## src/rtl/cpu_irq_ctrl.sv

```systemverilog
// cpu_irq_ctrl: fabric interrupt receiver for the CPU clock domain.
// Syncs IRQ lines, latches pending events, presents one at a time.
module cpu_irq_ctrl #(
  parameter int NUM_IRQ     = 4,
  parameter int SYNC_STAGES = 2,
  localparam int IW = (NUM_IRQ > 1) ? $clog2(NUM_IRQ) : 1
) (
  input  logic               UserCLK,
  input  logic               resetn,
  input  logic               CONFIGURED,
  input  logic [NUM_IRQ-1:0] IRQ_top,
  input  logic               cfg_we,
  input  logic [NUM_IRQ-1:0] cfg_enable,
  input  logic [NUM_IRQ-1:0] cfg_edge,
  output logic               irq_req,
  output logic [IW-1:0]      irq_id,
  input  logic               irq_ack,
  output logic [NUM_IRQ-1:0] pending
);

  typedef enum logic [1:0] {
    IDLE = 2'd0,
    REQ  = 2'd1,
    GAP  = 2'd2
  } state_t;

  state_t state, state_nxt;

  logic [NUM_IRQ-1:0]     irq_sync [SYNC_STAGES];
  logic [SYNC_STAGES-1:0] cfg_sync;
  logic                   cfg_prev;
  logic [NUM_IRQ-1:0]     prev;
  logic [NUM_IRQ-1:0]     enable;
  logic [NUM_IRQ-1:0]     mode;

  logic               s_cfg;
  logic               cfg_fall;
  logic [NUM_IRQ-1:0] s_irq;
  logic [NUM_IRQ-1:0] set;
  logic [NUM_IRQ-1:0] clr;
  logic [NUM_IRQ-1:0] cand;
  logic               win_vld;
  logic [IW-1:0]      win_id;
  logic               id_load;
  logic               ack_ok;

  assign s_cfg    = cfg_sync[SYNC_STAGES-1];
  assign cfg_fall = cfg_prev & ~s_cfg;
  assign s_irq    = s_cfg ? irq_sync[SYNC_STAGES-1] : '0;
  assign set      = (mode & s_irq & ~prev) | (~mode & s_irq);
  assign cand     = pending & enable;
  assign clr      = ack_ok ? (NUM_IRQ'(1) << irq_id) : '0;
  assign irq_req  = (state == REQ);

  // Synchroniser chains for the IRQ lines and the configured flag
  always_ff @(posedge UserCLK or negedge resetn) begin
    if (!resetn) begin
      for (int k = 0; k < SYNC_STAGES; k++) begin
        irq_sync[k] <= '0;
      end
      cfg_sync <= '0;
    end else begin
      irq_sync[0] <= IRQ_top;
      for (int k = 1; k < SYNC_STAGES; k++) begin
        irq_sync[k] <= irq_sync[k-1];
      end
      cfg_sync <= {cfg_sync[SYNC_STAGES-2:0], CONFIGURED};
    end
  end

  // Edge-detect history and configured-fall history
  always_ff @(posedge UserCLK or negedge resetn) begin
    if (!resetn) begin
      prev     <= '0;
      cfg_prev <= 1'b0;
    end else begin
      prev     <= s_irq;
      cfg_prev <= s_cfg;
    end
  end

  // Enable and mode registers
  always_ff @(posedge UserCLK or negedge resetn) begin
    if (!resetn) begin
      enable <= '0;
      mode   <= '0;
    end else if (cfg_we) begin
      enable <= cfg_enable;
      mode   <= cfg_edge;
    end
  end

  // Pending latch; set beats ack clear, config loss wipes it
  always_ff @(posedge UserCLK or negedge resetn) begin
    if (!resetn) begin
      pending <= '0;
    end else if (cfg_fall) begin
      pending <= '0;
    end else begin
      pending <= (pending & ~clr) | set;
    end
  end

  // Fixed priority: lowest enabled pending index wins
  always_comb begin
    win_vld = 1'b0;
    win_id  = '0;
    for (int i = NUM_IRQ - 1; i >= 0; i--) begin
      if (cand[i]) begin
        win_vld = 1'b1;
        win_id  = IW'(i);
      end
    end
  end

  // Request FSM next state and control strobes
  always_comb begin
    state_nxt = state;
    id_load   = 1'b0;
    ack_ok    = 1'b0;
    unique case (state)
      IDLE: begin
        if (win_vld) begin
          state_nxt = REQ;
          id_load   = 1'b1;
        end
      end
      REQ: begin
        if (irq_ack) begin
          ack_ok    = 1'b1;
          state_nxt = GAP;
        end
      end
      GAP:     state_nxt = IDLE;
      default: state_nxt = IDLE;
    endcase
    if (cfg_fall) begin
      state_nxt = IDLE;
      id_load   = 1'b0;
      ack_ok    = 1'b0;
    end
  end

  // FSM state register
  always_ff @(posedge UserCLK or negedge resetn) begin
    if (!resetn) begin
      state <= IDLE;
    end else begin
      state <= state_nxt;
    end
  end

  // Requested id is captured on entry to REQ and held
  always_ff @(posedge UserCLK or negedge resetn) begin
    if (!resetn) begin
      irq_id <= '0;
    end else if (id_load) begin
      irq_id <= win_id;
    end
  end

endmodule

```

## config.mk

```make
export PLATFORM = sky130hd
export DESIGN_NAME = cpu_irq_ctrl
export DESIGN_NICKNAME = d
export VERILOG_FILES = /design/src/rtl/cpu_irq_ctrl.sv
export SDC_FILE = /design/constraint.sdc
export NUM_CORES = 1
export LEC_CHECK = 0
export CAP_MARGIN = 20
export CELL_PAD_IN_SITES_DETAIL_PLACEMENT = 1
export CELL_PAD_IN_SITES_GLOBAL_PLACEMENT = 1
export CORE_MARGIN = 5
export CORE_UTILIZATION = 39
export CTS_BUF_LIST = sky130_fd_sc_hd__clkbuf_16
export DETAILED_ROUTE_END_ITERATION = 10
export PLACE_DENSITY_LB_ADDON = 0.1
export SKIP_CTS_REPAIR_TIMING = 1
export SLEW_MARGIN = 20
export SYNTH_ARGS = -nofsm -noshare
export SYNTH_HDL_FRONTEND = slang
export SYNTH_SLANG_ARGS = --single-unit
```

## constraint.sdc

```tcl
create_clock -name UserCLK -period 1.9 [get_ports UserCLK]
set_clock_uncertainty 0.15 [all_clocks]
set_input_delay 0.38 -clock UserCLK [delete_from_list [all_inputs] [get_ports UserCLK]]
set_output_delay 0.38 -clock UserCLK [all_outputs]
set_load 0.03 [all_outputs]
```

### Word-level counts from Yosys, hierarchy flattened

Cells that the tools add are included.
Widths: inputs -> output; s select.

* bits in registers: 31
* bits in latches: 0
* bits in writable memories: 0
* bits in read-only memories: 0
* bits of input ports: 17
* output and inout port bits: 7
* word-level logic and storage cells: 49
* memories kept: 0

* $add $sub $neg: 0
* $mul: 0
* divide/modulo/power cells: 0
* $lt $le $gt $ge: 0
* equality and inequality tests: 3
* shifts and indexed selects: 1
* mux-type cells: 21
* bitwise logic cells: 12
* reduce and logical (&&, ||, !) cells: 2

Operators by type and width (count)
* $and 4x4->4: 5
* $mux 2: 7
* $mux 4: 3
* $not 4->4: 3
* $mux 1: 10
* $or 4x4->4: 2
* $pmux 2 s2: 1
* $shl 1x2->4 const A: 1
* $ne 3x1->1 const B: 1
* $ne 3x3->1 const B: 1
* $eq 2x1->1 const B: 1
* $logic_not 2->1: 1
* $reduce_and 2->1: 1
* $and 1x1->1: 1
* $not 1->1: 1

### Logic depth before layout (Yosys ltp)

Gate-level depths: netlist of the first run.

* word-level depth: 8
* gate-level depth with buffers: 5

### Worst setup path before layout of the first run

Ideal clock, no wire load.

* kind: register to register
* start: register irq_id[0]
* end: register pending[0]
* arrival: 1.239 ns
* required time: 1.613 ns
* path slack: 0.374 ns
* stages on the path, launching flop included: 4
* cell sequence: dfrtp_1 -> or4_1 -> o21ai_0 -> a21oi_1

* cells in the longest elaborated chain, start to end: 6

RTL lines
* from (decl): line 16 `output logic [IW-1:0] irq_id,`
* from (signal assigned): line 158 `irq_id <= win_id;`
* $shl 1x2->4: line 52 `assign clr = ack_ok ? (NUM_IRQ'(1) << irq_id) : '0;`
* $mux 4: line 52
* $not 4->4: line 100 `pending <= (pending & ~clr) | set;`
* $and 4x4->4: line 100
* $or 4x4->4: line 100
* $mux 4: line 97 `end else if (cfg_fall) begin`
* to (signal assigned): line 100
* to (decl): line 18 `output logic [NUM_IRQ-1:0] pending`

Every way passes these cells.
A chain may end at the register's enable or synchronous reset.

### Worst setup path after layout of the first run

* start: register cfg_sync[1]
* end: register pending[3]

* cells in the longest elaborated chain, start to end: 8
* elaborated cells on any way between the ends: 13
* those cells by class: mux (4); bitwise (9)

RTL lines
* from (decl): line 30 `logic [SYNC_STAGES-1:0] cfg_sync;`
* from (signal assigned): line 67 `cfg_sync <= {cfg_sync[SYNC_STAGES-2:0], CONFIGURED};`
* $not 1->1: line 48 `assign cfg_fall = cfg_prev & ~s_cfg;`
* $and 1x1->1: line 48
* $mux 1: line 137 `if (cfg_fall) begin`
* $mux 4: line 52
* $not 4->4: line 100
* $and 4x4->4: line 100
* $or 4x4->4: line 100
* $mux 4 (*): line 97

Every way passes the cells marked *; elsewhere a longest branch is shown, timed or not.

==> results of run 1 <==
[power breakdown]
part	total [mW]	internal (mW)	leakage (nW)	switching [mW]
clock	0.719	0.468	0.0701	0.251
combinational	0.398	0.191	0.316	0.208
sequential	0.804	0.741	0.373	0.0627
[worst paths after layout]
check | startpoint | to | slack, ps | cells after the start
max in group asynchronous | resetn | prev[2]$_DFF_PN0_ | 970 | 2
setup reg to reg | cfg_sync[1]$_DFF_PN0_ | pending[3]$_DFF_PN0_ | 250 | 4
hold / removal | irq_sync[6]$_DFF_PN0_ | irq_sync[2]$_DFF_PN0_ | 190 | 0
hold reg to reg | irq_sync[6]$_DFF_PN0_ | irq_sync[2]$_DFF_PN0_ | 190 | 0
setup / recovery | cfg_sync[1]$_DFF_PN0_ | pending[3]$_DFF_PN0_ | 250 | 4
min in group asynchronous | resetn | pending[0]$_DFF_PN0_ | 350 | 2
[sequential cells by signal (all words and copies together), names as in the netlist]
name / count
cfg_prev: 1
state: 2
pending: 4
prev: 4
irq_id: 2
enable: 4
mode: 4
cfg_sync: 2
irq_sync: 8
[layout by cell type, fill, tap and decap left out, types with 2 or more instances in the layout]
master,instances
nor3_1,2
dlymetal6s2s_1,7
a22oi_1,2
o21ai_0,2
nor2b_1,2
a21oi_1,5
and2_2,4
nand2_1,12
mux2_2,9
clkbuf_16,5
buf_4,4
dfrtp_1,31
inv_1,3
clkinv_1,2
nor2_1,2
o41ai_1,2
clkdlybuf4s50_1,16
[metal layers]
metal	vias up	wire (um)	GRT usage [%]
met1	387	869	12.0
li1	350	-	-
met5	-	0	0
met4	0	73	8.57
met2	28	1050	21.0
met3	8	204	7.46
[metrics by stage]
step                total power, mW  setup slack (ps)  area (sq um)  hold WS, ps  utilization, %
floorplan                      1.02               374          1110        -65.6               -
global placement               1.21              69.8          1420          182            51.9
CTS                            1.97              -107          1550          196            56.8
global route                   2.03              94.6          1570          209            57.5
finish                         1.92               254          1570          194            57.5
detailed placement             1.23              76.5          1420          186            51.9
[cell families (layout without fill, tap and decap cells)]
| kind of cell | Yosys count | after routing | share of synthesized area (%) |
|---|---|---|---|
| multiplexers | 9 | 9 | 9.15 |
| flip-flops | 31 | 31 | 70.1 |
| AND/OR/NAND/NOR | 25 | 25 | 11.4 |
| AO/OA/AOI/OAI | 13 | 13 | 7.91 |
| buffers and inverters | 4 | 38 | 1.47 |
[final cells by class]
type                       count  area, sq um
inverter                       2         7.51
clock inverter                 3         11.3
tap                           31         38.8
sequential                    31          776
clock buffer                   5          125
fill                         276         1160
multi-input combinational     47          315
timing repair buffer          28          298
==> summary.txt, run 1 <==
Status
  • Status: finished clean

Yosys
  • Syn_area_per_cell: 13.5 sq um
  • Top cells by area, synth: dfrtp_1 70%, mux2_2 9.2%, nand2_1 4.1%
  • Top cell type's share of synthesized area: 70.1%
  • Synth area leader: dfrtp_1
  • Synthesis-stage register bit count: 31
  • Post-synthesis cell count: between 80 and 90
  • Ys async rst share: 100%
  • Number of synthesized flops with an enable pin: 0
  • Commonest cells post-synth: 31 x dfrtp_1, 12 x nand2_1, 9 x mux2_2, 5 x a21oi_1, 4 x and2_2
  • Top_reg_cell synth: dfrtp_1
  • Post-synth cell types: 19
  • Synth Net Count: 99
  • Sequential area share after synthesis: 70.1%
  • Synth Warn #: 0
  • Mapped Area: between 1000 and 1500 sq um
  • Most instantiated library cell after synthesis: dfrtp_1

Place
  • DPL Wire Length: about 1600 um
  • Placed Cells: 139
  • Placer congestion estimate: 0.784
  • Port Buffers: 23

CTS
  • Worst-Skew Late Latency: 270 ps
  • CTS Buffer Depth: 2
  • Clock Root Buffer: clkbuf_16
  • CTS sink count: 31
  • H-tree levels: 2
  • Clock slew seen by the registers of the worst setup and hold paths: ~50 ps
  • Clock buffer count from CTS: 5
  • CTS tree: done

Route
  • DR vias/cell: 5.26
  • Antenna viol nets, final: 0
  • Mean routed wirelength per cell: 15.0 um
  • Total wire length: 2200 um
  • Iter 0 DRT Violations: 20
  • DRC: 0
  • Vias: 773
  • Drt pass-1 iters: 3

Final layout
  • Share of cells above drive strength 1: 20.7%
  • Final #Nets: 132
  • Non-Filler Instances: 147
  • N_diodes: 0
  • Area Growth Syn to Fin: 41.9%

Timing
  • Hold Vio Cnt, Final: 0
  • Final setup viols: 0
  • Slew Viols, Final: 0
  • Fmax: 0.607 GHz
  • Relative slew slack: approximately 74%
  • Unrepaired setup endpoints after global routing: false
  • Setup TNS: 0 ps
  • Tcrit/Tclk final: 86.6%
  • Worst-Margin Slew: 383 ps
  • Min cycle time layout: 1650 ps

Setup path
  • Crit path DAT: approximately 1600 ps
  • Worst-path cell chain: nor2b_1 > or2_0 > o41ai_1 > a21oi_1
  • Crit. End Element: flip-flop
  • CP Launch Type: flip-flop
  • Crit-path max cell delay: between 400 and 500 ps
  • CP bufs+invs: 0
  • Critical Path RT: between 1500 and 2000 ps
  • CP Class: reg -> reg
  • Critical path peak fanout: 6
  • CP max-delay cell: o41ai_1
  • Cell family with most CP delay: compound AO/OA/AOI/OAI gates

Power and ir drop
  • Power Density: approximately 1200 nW/um^2
  • Leak Pwr: roughly 0.76 nW
  • Worst VDD drop: 0.978 mV

Global routing
  • Number of global-route vias before repair: about 890
  • Antenna violations before repair: 0
  • Global-route wire length before repair: 3900 um
  • Pin count of the biggest net entering global routing: 32
  • Gr ovfl total: 0
  • Aggregate global-route resource usage: 12.9%

Die
  • DIE AREA: 4000 sq um
  • Initial Util: around two fifths
  • Die Y-Extent: 63.3 um
  • CORE AREA: 2730 sq um
  • Die X-Extent: 63.3 um
  • # IOs: 24
  • Num rows: 19

Run
  • Max Cap Violations: 0

Worst hold path
  • Worst hold path class: reg -> reg
Power figures use the tool's default switching activity.
==> run 2, diff against run 1 <==
--- a/config.mk
+++ b/config.mk
@@ -8,6 +8,7 @@
 export CAP_MARGIN = 20
 export CELL_PAD_IN_SITES_DETAIL_PLACEMENT = 1
 export CELL_PAD_IN_SITES_GLOBAL_PLACEMENT = 1
+export CORE_ASPECT_RATIO = 0.8
 export CORE_MARGIN = 5
 export CORE_UTILIZATION = 39
 export CTS_BUF_LIST = sky130_fd_sc_hd__clkbuf_16
==> run 2 against run 1 <==
  * Critical path depth did not move
  * First-iteration DRC count rose by 130%
  * Hold slack improved by 0.76 ps
  * Sequential share of layout area fell by 0.74 points
  * Die area rose by 0.17%
  * Setup slack got worse by 11 ps
  * Cell area rose by 1.5%
  * Sequential power barely moved
  * Final cell count rose by 4.8%
  * Sequential cell count did not move
  * Wire length rose by 4.8%
==> summary.txt, run 2 (synthesis results as in run 1) <==
Timing
  • Unrepaired setup endpoints after global routing: false
  • Min cycle time layout: 1660 ps
  • Slew Viols, Final: 0
  • Hold Vio Cnt, Final: 0
  • Final setup viols: 0
  • Setup slack after layout: approximately 240 ps
  • Hold_ws: 195 ps
  • Tcrit/Tclk final: just under 90%
  • Worst-Margin Slew: 385 ps
  • Fmax: 0.603 GHz
  • Relative slew slack: 74.3%

CTS
  • Clock slew seen by the registers of the worst setup and hold paths: 50 ps
  • Worst-Skew Late Latency: approximately 270 ps
  • H-tree levels: 2
  • CTS sink count: 31
  • CTS Buffer Depth: 2
  • Clock buffer count from CTS: 5
  • Clock Root Buffer: clkbuf_16
  • CTS tree: done

Final layout
  • Final #Nets: 132
  • Fill count: 278
  • Register area: 776 sq um
  • Share of cells above drive strength 1: 22.4%
  • Most frequent cells in the layout: 31 x dfrtp_1, 16 x clkdlybuf4s50_1, 12 x nand2_1
  • Top reg by flops: irq_sync
  • Post-route cell area: 1600 sq um
  • Commonest non-fill, non-tap cell in the layout: dfrtp_1
  • Multi-input logic area: approximately 320 sq um
  • Final Core Density: 58.1%
  • Area Growth Syn to Fin: 44.1%
  • Max reg flops: 8
  • N_diodes: 0

Power and ir drop
  • Sw frac: 25.8%
  • Clock group share of total power: 41.8%
  • Final Power: ~2.1 mW
  • Comb pwr share: approximately 19%
  • NetSw: 0.534 mW
  • Worst VDD drop: 0.717 mV
  • Power Density: 1300 nW/um^2
  • Sequential share of power: 38.9%
  • Leak Pwr: 0.765 nW
  • Int Pwr: 1.54 mW

Setup path
  • Crit path DAT: about 1700 ps
  • Critical path peak fanout: 6
  • FF-to-FF Start: cfg_prev$_DFF_PN0_
  • CP Launch Type: flip-flop
  • Crit. End Element: flip-flop
  • Worst Setup SP: cfg_prev$_DFF_PN0_
  • Worst-path cell chain: nor2b_1 > or2_0 > o41ai_1 > a21oi_1
  • Crit-path max cell delay: 400 ps
  • Cell family with most CP delay: compound AO/OA/AOI/OAI gates
  • CP max-delay cell: o41ai_1
  • CP Class: reg -> reg
  • Critical Path RT: approximately 1900 ps
  • CP bufs+invs: 0

Run
  • Max Cap Violations: 0

Route
  • Iter 0 DRT Violations: 45
  • Vias: 747
  • Mean routed wirelength per cell: 15.0 um
  • Antenna viol nets, final: 0
  • DRC: 0
  • Total wire length: 2300 um
  • Drt pass-1 iters: 4
  • DR vias/cell: 4.85

Die
  • Die X-Extent: 69.6 um
  • CORE AREA: 2740 sq um
  • Num rows: 17
  • Die Y-Extent: 57.7 um
  • Initial Util: 40.4%
  • DIE AREA: around 4000 sq um
  • # IOs: 24

Place
  • DPL Wire Length: between 1500 and 2000 um
  • Placer congestion estimate: 0.793
  • Port Buffers: 23
  • Placed cell area: ~1400 sq um
  • Pre-CTS setup slack: 8.59 ps

Global routing
  • Gr ovfl total: 0
  • Global-route wire length before repair: ~3800 um
  • Aggregate global-route resource usage: between 10% and 20%
  • Antenna violations before repair: 0
  • Number of global-route vias before repair: around 850
  • Pin count of the biggest net entering global routing: 32

Status
  • Status: finished clean

Worst hold path
  • Worst hold path class: reg -> reg
  • Hold Path Origin: irq_sync[4]$_DFF_PN0_
==> run 2: cell types whose count changed in the layout (fill, tap and decap cells not counted) <==
cell / change
clkinv_2: +1
inv_1: -1
buf_4: +1
buf_12: -1
bufinv_16: +1
clkinv_1: -1
==> run 2: worst reg2reg max path: stages (launching register included) <==
cell and delay, ps:
dfrtp_1 360, nor2b_1 170, or2_0 330, o41ai_1 400, a21oi_1 110
==> run 2: path summary, 6_finish.rpt <==
path / slack [ps] / depth (start not counted) / to
max: 240 / 4 / pending[3]$_DFF_PN0_
min in group asynchronous: 350 / 2 / irq_sync[2]$_DFF_PN0_
min reg2reg: 190 / 0 / irq_sync[0]$_DFF_PN0_
min: 190 / 0 / irq_sync[0]$_DFF_PN0_
max reg2reg: 240 / 4 / pending[3]$_DFF_PN0_
max in group asynchronous: 960 / 2 / enable[3]$_DFFE_PN0P_
==> run 2: per-stage QoR <==
step | TNS (ps) | std cells
floorplan | 0 | 82
global placement | 0 | 146
detailed placement | 0 | 146
CTS | -223 | 154
global route | 0 | 154
finish | 0 | 154
==> run 2: final cells by class <==
cell class | count | area share, %
flip-flops and latches | 31 | 48.6
multi-input cells | 47 | 19.8
repair buffers | 28 | 17.9
clock buffers | 5 | 7.84
well taps | 38 | 2.98
clock inverters | 3 | 2.43
inverters | 2 | 0.471
==> run 2: power groups by stage <==
stage / Combinational, mW / Sequential (mW) / Clock (mW)
after floorplan: 0.148 / 0.874 / 0
after global placement: 0.395 / 0.812 / 0
after detailed placement: 0.408 / 0.818 / 0
after CTS: 0.413 / 0.808 / 0.891
after global routing: 0.433 / 0.817 / 0.923
final: 0.400 / 0.807 / 0.865
==> run 2: per-layer routing <==
metal / part of all wire (%) / vias up / track usage [%]
li1: - / 346 / -
met3: 7.0 / 4 / 7.45
met4: 0.74 / 0 / 6.41
met1: 41 / 377 / 13.6
met5: 0 / - / 0
met2: 51 / 20 / 21.1
==> run 3, diff against run 2 <==
--- a/config.mk
+++ b/config.mk
@@ -8,7 +8,6 @@
 export CAP_MARGIN = 20
 export CELL_PAD_IN_SITES_DETAIL_PLACEMENT = 1
 export CELL_PAD_IN_SITES_GLOBAL_PLACEMENT = 1
-export CORE_ASPECT_RATIO = 0.8
 export CORE_MARGIN = 5
 export CORE_UTILIZATION = 39
 export CTS_BUF_LIST = sky130_fd_sc_hd__clkbuf_16
==> results of run 3 <==
Final layout, timing and power as in run 1 (identical DEF).
